### src/rtl/lfsr_req_sched_pkg.sv
// Shared types and helpers for the LFSR request scheduler.
package lfsr_req_sched_pkg;

  typedef enum logic [2:0] {
    ST_IDLE   = 3'd0,
    ST_LOAD   = 3'd1,
    ST_WARMUP = 3'd2,
    ST_READY  = 3'd3,
    ST_STEP   = 3'd4
  } state_e;

  localparam int WORD_CNT_W = 16;

  // Minimum one bit so that degenerate counters still have a legal width.
  function automatic int cnt_w(input int n);
    return (n <= 2) ? 1 : $clog2(n);
  endfunction

endpackage

### src/rtl/lfsr_req_sched_arb.sv
// Combinational round-robin arbiter: first set request at or above ptr, with wrap.
module rr_arbiter
  import lfsr_req_sched_pkg::*;
#(
  parameter int N_REQ = 4,
  localparam int PTR_W = cnt_w(N_REQ)
) (
  input  logic             en,
  input  logic [N_REQ-1:0] req,
  input  logic [PTR_W-1:0] ptr,
  output logic [N_REQ-1:0] gnt,
  output logic [PTR_W-1:0] winner,
  output logic             found
);

  int idx;

  always_comb begin
    gnt    = '0;
    winner = '0;
    found  = 1'b0;
    idx    = 0;
    for (int i = 0; i < N_REQ; i++) begin
      idx = int'(ptr) + i;
      if (idx >= N_REQ) idx = idx - N_REQ;
      if (en && !found && req[idx]) begin
        found    = 1'b1;
        winner   = PTR_W'(idx);
        gnt[idx] = 1'b1;
      end
    end
  end

endmodule

### src/rtl/lfsr_req_sched.sv
// Sequences seed load and warm-up of an attached LFSR, then shares its words
// between requesters round-robin, stepping the LFSR per delivered word.
module lfsr_req_sched
  import lfsr_req_sched_pkg::*;
#(
  parameter int N_REQ         = 4,
  parameter int LFSR_DW       = 8,
  parameter int WARMUP_CYC    = 16,
  parameter int STEP_PER_WORD = 1
) (
  input  logic                  func_clk,
  input  logic                  func_rst_n,
  input  logic                  cfg_en,
  input  logic                  cfg_reseed,
  input  logic [LFSR_DW-1:0]    cfg_seed,
  input  logic [N_REQ-1:0]      req,
  output logic [N_REQ-1:0]      gnt,
  output logic [LFSR_DW-1:0]    rnd_data,
  output logic                  busy,
  output logic [WORD_CNT_W-1:0] word_cnt,
  output logic                  lfsr_load,
  output logic                  lfsr_start,
  output logic [LFSR_DW-1:0]    lfsr_seed,
  input  logic [LFSR_DW-1:0]    lfsr_out
);

  localparam int PTR_W  = cnt_w(N_REQ);
  localparam int WARM_W = cnt_w(WARMUP_CYC + 1);
  localparam int STEP_W = cnt_w(STEP_PER_WORD + 1);
  localparam logic [WARM_W-1:0] WARM_RELOAD = WARM_W'(WARMUP_CYC);
  localparam logic [STEP_W-1:0] STEP_RELOAD = STEP_W'(STEP_PER_WORD - 1);
  localparam logic [PTR_W-1:0]  PTR_LAST    = PTR_W'(N_REQ - 1);

  state_e                state_q, state_d;
  logic [PTR_W-1:0]      ptr_q, ptr_d;
  logic [WARM_W-1:0]     warm_q, warm_d;
  logic [STEP_W-1:0]     step_q, step_d;
  logic [WORD_CNT_W-1:0] word_cnt_q, word_cnt_d;
  logic [LFSR_DW-1:0]    seed_q, seed_d;

  logic             arb_en;
  logic             arb_found;
  logic [PTR_W-1:0] arb_winner;

  rr_arbiter #(.N_REQ(N_REQ)) u_arb (
    .en     (arb_en),
    .req    (req),
    .ptr    (ptr_q),
    .gnt    (gnt),
    .winner (arb_winner),
    .found  (arb_found)
  );

  always_ff @(posedge func_clk or negedge func_rst_n) begin
    if (!func_rst_n) begin
      state_q    <= ST_IDLE;
      ptr_q      <= '0;
      warm_q     <= '0;
      step_q     <= '0;
      word_cnt_q <= '0;
      seed_q     <= '0;
    end else begin
      state_q    <= state_d;
      ptr_q      <= ptr_d;
      warm_q     <= warm_d;
      step_q     <= step_d;
      word_cnt_q <= word_cnt_d;
      seed_q     <= seed_d;
    end
  end

  // Disable beats reseed, and reseed beats any grant or step in the same cycle.
  always_comb begin
    state_d    = state_q;
    ptr_d      = ptr_q;
    warm_d     = warm_q;
    step_d     = step_q;
    word_cnt_d = word_cnt_q;
    seed_d     = seed_q;
    arb_en     = 1'b0;
    lfsr_start = 1'b0;
    case (state_q)
      ST_IDLE: begin
        if (cfg_en) state_d = ST_LOAD;
      end
      ST_LOAD: begin
        seed_d = cfg_seed;
        if (!cfg_en) begin
          state_d = ST_IDLE;
        end else begin
          state_d = ST_WARMUP;
          warm_d  = WARM_RELOAD;
        end
      end
      ST_WARMUP: begin
        if (!cfg_en) begin
          state_d = ST_IDLE;
        end else if (cfg_reseed) begin
          state_d = ST_LOAD;
        end else begin
          lfsr_start = 1'b1;
          warm_d     = warm_q - WARM_W'(1);
          if (warm_q <= WARM_W'(1)) state_d = ST_READY;
        end
      end
      ST_READY: begin
        if (!cfg_en) begin
          state_d = ST_IDLE;
        end else if (cfg_reseed) begin
          state_d = ST_LOAD;
        end else begin
          arb_en = 1'b1;
          if (arb_found) begin
            lfsr_start = 1'b1;
            word_cnt_d = word_cnt_q + WORD_CNT_W'(1);
            ptr_d      = (arb_winner == PTR_LAST) ? '0 : arb_winner + PTR_W'(1);
            if (STEP_PER_WORD > 1) begin
              state_d = ST_STEP;
              step_d  = STEP_RELOAD;
            end
          end
        end
      end
      ST_STEP: begin
        if (!cfg_en) begin
          state_d = ST_IDLE;
        end else if (cfg_reseed) begin
          state_d = ST_LOAD;
        end else begin
          lfsr_start = 1'b1;
          step_d     = step_q - STEP_W'(1);
          if (step_q <= STEP_W'(1)) state_d = ST_READY;
        end
      end
      default: state_d = ST_IDLE;
    endcase
  end

  assign lfsr_load = (state_q == ST_LOAD);
  assign lfsr_seed = (state_q == ST_LOAD) ? cfg_seed : seed_q;
  assign busy      = (state_q != ST_READY);
  assign word_cnt  = word_cnt_q;
  assign rnd_data  = lfsr_out;

endmodule
### config.mk
export PLATFORM = sky130hd
export DESIGN_NAME = lfsr_req_sched
export DESIGN_NICKNAME = d
export VERILOG_FILES = /design/src/rtl/lfsr_req_sched_pkg.sv /design/src/rtl/lfsr_req_sched_arb.sv /design/src/rtl/lfsr_req_sched.sv
export SDC_FILE = /design/constraint.sdc
export NUM_CORES = 1
export LEC_CHECK = 0
export CAP_MARGIN = 10
export CORE_MARGIN = 3
export CORE_UTILIZATION = 43
export CTS_CLUSTER_DIAMETER = 150
export DETAILED_ROUTE_END_ITERATION = 7
export PLACE_DENSITY = 0.88
export SYNTH_ARGS = -nofsm -noshare
export SYNTH_HDL_FRONTEND = slang
export SYNTH_HIERARCHICAL = 1
export SYNTH_SLANG_ARGS = --single-unit
### constraint.sdc
create_clock -name func_clk -period 3 [get_ports func_clk]
set_clock_uncertainty 0.05 [all_clocks]
set_input_delay 0.45 -clock func_clk [delete_from_list [all_inputs] [get_ports func_clk]]
set_output_delay 0.45 -clock func_clk [all_outputs]
set_load 0.02 [all_outputs]
==> results.txt, run 1 <==
CP max FO - 5
CP max stage delay - 0.51 ns
EDFF count, synth - 0
Synth Area in Adders - 0.06425
Routed Antenna Nets - 0
Int Pwr - 0.8605 mW
Slew Limit Fails - 0
P_sw - 0.3409 mW
Count of different cell masters after synthesis - 44
MaxCap Viol Count - 0
Buf/Inv on CP - 3
Worst slack, placed - -0.2136 ns
Worst Setup Slack, final - 0.1029 ns
Fraction of power spent switching nets - 0.2837
Clock slew at reported path FFs - 0.07 ns
Die Width - 76.58 µm
XOR/XNOR Fraction of Synth Area - 0.07360
Reg-to-reg slack, setup - 0.41 ns
Most common cell after layout, fill and taps aside - clkdlybuf4s50_1
Maximum clock rate - 0.3452 GHz
Share of power burned in registers - 0.438
Synth Area in Compound Gates - 0.1121
RSZ-0062 raised after global routing - no
Critical path, cell by cell - clkdlybuf4s50_1 -> buf_4 -> mux4_1 -> nor3b_4 -> a22o_1 -> o2bb2ai_1 -> dlygate4sd2_1
Largest family of logic cells by synthesized area - simple AND/OR/NAND/NOR gates
Crit-path slowest cell - mux4_1
Overflow after GRT - 0
Cells after Synth - 197
Top layer in use - met4
Worst setup startpoint - req[2]
Routed met1 length - 2.121 mm
Port Buffers - 46
Most used DFF post-synth - dfrtp_1
Most frequent cells in the layout - 41 x clkdlybuf4s50_1, 32 x dfrtp_1, 24 x buf_4
Worst path depth - 7
Async SR Flop Fraction - 1.000
Power per cell area - 424.5 nW/µm²
Final Hold Fails - 0
Design Area, Final - 2830 µm²
Initial antenna violation count - 0
Post-Syn Nets - 232
Worst Setup EP - gnt[3]
Setup_tns - 0 ns
Layout cells sized above 1 - 0.2248
Worst-Margin Slew - 0.4144 ns
Vias/cell - 5.185
DR vias - 1685
Combinational Power Share - 0.253
TritonCTS Buffers - 5
Syn-to-layout area delta - 32.13%
DR pass1 iterations - 4
Antenna diodes - 0
Routed wire length - 4.657 mm
GPL Wtd Cong - 0.8624
Max-slew headroom - 0.7238
Mean Syn Cell Area - 10.87 µm²
Site row count - 25
Clock sinks - 33
Clock Path Buffers - 2
Clk pwr share - 0.309
LEAKAGE - 1.285 nW
Yosys warning count - 6
GRT Util Overall - 0.1724
FF-to-FF path depth - 9
Met3 wire length - 168 µm
Initial Utilization - 0.4505
Crit Path Category - in -> out
Worst hold path class - reg -> reg
Sequential-to-total area share from yosys stat - 0.3855
Met2 wire length - 2.299 mm
Final period util - 0.9657
Dpl hpwl - 3.526 mm
Initial DRC Count - 101
Setup-failing EPs final - 0
Cell Area, Synth - 2142 µm²
Hold path startpoint - word_cnt[15]$_DFFE_PN0P_
Mux contribution to synthesized area - 0.1232
Number of global-route vias before repair - 1760
Startpoint class of the critical path - primary input
First-pass GRT wire length - 8.135 mm
RR Endpoint - ptr_q[1]$_DFFE_PN0P_
Fill count - 384
Largest net degree at the start of global routing - 34
Finished Core Util - 0.5953
CTS tree - yes
Top Ports - 63
WL/cell - 14.33 µm
Critical path arrival - 2.40 ns
Number of H-tree levels - 2
Die area - 5865 µm²
Pwr Total - 1.201 mW
Postcts setup bufs - 0
Req. time, crit path - 2.50 ns
Fin crit period - 2.897 ns
Die Ht - 76.58 µm
Status - finished clean
CP top delay family - buffers and inverters
Register bit total from synthesis - 33
Synth Area in Simple Gates - 0.1671
Dpl cell area - 2739 µm²
Core Region - 4755 µm²
Crit Reg-Reg Startpoint - ptr_q[0]$_DFFE_PN0P_
Maximum vdd drop - 0.0002950 V
DRC Markers - 0
Setup crit end kind - output port
# nets final - 292
Root buffer cell - clkbuf_8
Worst skew pair latency - 0.29 ns
==> layer usage <==
layer  global-route usage  vias up
met5                    0        -
met3              0.03664        8
li1                     -      824
met2               0.2900       28
met1               0.2131      825
met4              0.07428        0
==> logic make-up after synthesis <==
| family | Yosys count |
|---|---|
| simple gates | 57 |
| mux | 19 |
| compound gates | 34 |
| flops | 33 |
| fa+ha+maj | 11 |
| buf+inv | 25 |
| xor+xnor | 18 |
==> power by group through the flow <==
| stage | combinational [mW] | clock, mW | sequential [mW] |
|---|---|---|---|
| floorplan | 0.186 | 0 | 0.527 |
| global placement | 0.296 | 0 | 0.531 |
| detailed placement | 0.304 | 0 | 0.533 |
| CTS | 0.305 | 0.379 | 0.526 |
| global route | 0.336 | 0.398 | 0.531 |
| finish | 0.304 | 0.371 | 0.526 |
==> synth_stat cells, types with 2 or more instances <==
master,count,share of area
mux4_1,3,0.037
buf_2,4,0.0093
a31oi_1,3,0.0088
xor2_1,13,0.053
ha_1,11,0.064
a22oi_1,4,0.014
nand3_1,8,0.019
nand2_1,17,0.030
nor3_1,7,0.016
o2bb2ai_1,4,0.016
buf_4,10,0.035
a22o_1,4,0.016
buf_6,3,0.016
o21ai_0,6,0.014
nor4_1,3,0.0088
nor4_4,2,0.020
mux2_2,10,0.053
a21oi_1,6,0.014
xnor2_1,5,0.020
nor2b_1,2,0.0058
nor2_1,4,0.0070
and3_1,3,0.0088
mux2i_1,5,0.023
inv_1,8,0.014
dfrtp_1,33,0.39
==> sequential cells by signal, indices dropped and copies added, names as in the netlist <==
signal    flops
ptr_q         2
seed_q        8
state_q       2
warm_q        5
word_cnt     16
==> worst min-delay path by stage <==
stage,end,slack (ns),cells past startpoint
floorplan,ptr_q[0]$_DFFE_PN0P_,0.10,0
global placement,word_cnt[15]$_DFFE_PN0P_,0.41,1
detailed placement,word_cnt[15]$_DFFE_PN0P_,0.41,1
CTS,word_cnt[15]$_DFFE_PN0P_,0.43,1
global route,word_cnt[15]$_DFFE_PN0P_,0.44,1
finish,word_cnt[15]$_DFFE_PN0P_,0.42,1
==> timing repair <==
action / 4_1_cts / 5_1_grt
hold buffers: 0 / 0
resized for setup: 5 / 4
endpoints found under the setup margin: 5 / 4
==> area by class of cell <==
cell class,instances,area (µm²),area share
clock buffer,7,96.34,0.03404
inverter,8,30.03,0.01061
clock inverter,1,5.005,0.001768
sequential,33,827.0,0.2922
multi-input combinational,139,1152,0.4072
tap,67,83.83,0.02962
timing repair buffer,70,635.6,0.2246
==> per-stage QoR <==
| step | std cells | hold slack (ns) |
|---|---|---|
| 6_report | 325 | 0.4207 |
| 5_1_grt | 325 | 0.4440 |
| 4_1_cts | 325 | 0.4269 |
| 3_5_place_dp | 317 | 0.4139 |
| 3_3_place_gp | 317 | 0.4070 |
| 2_1_floorplan | 197 | 0.1044 |
Note: power is estimated with default switching activity, not from simulation.
==> run 2: changes to the inputs <==
--- a/config.mk
+++ b/config.mk
@@ -5,6 +5,7 @@
 export SDC_FILE = /design/constraint.sdc
 export NUM_CORES = 1
 export LEC_CHECK = 0
+export ABC_CLOCK_PERIOD_IN_PS = 3000
 export CAP_MARGIN = 10
 export CORE_MARGIN = 3
 export CORE_UTILIZATION = 43
==> results of run 2 <==
No change in the layout: final DEF, timing and power equal those of run 1.
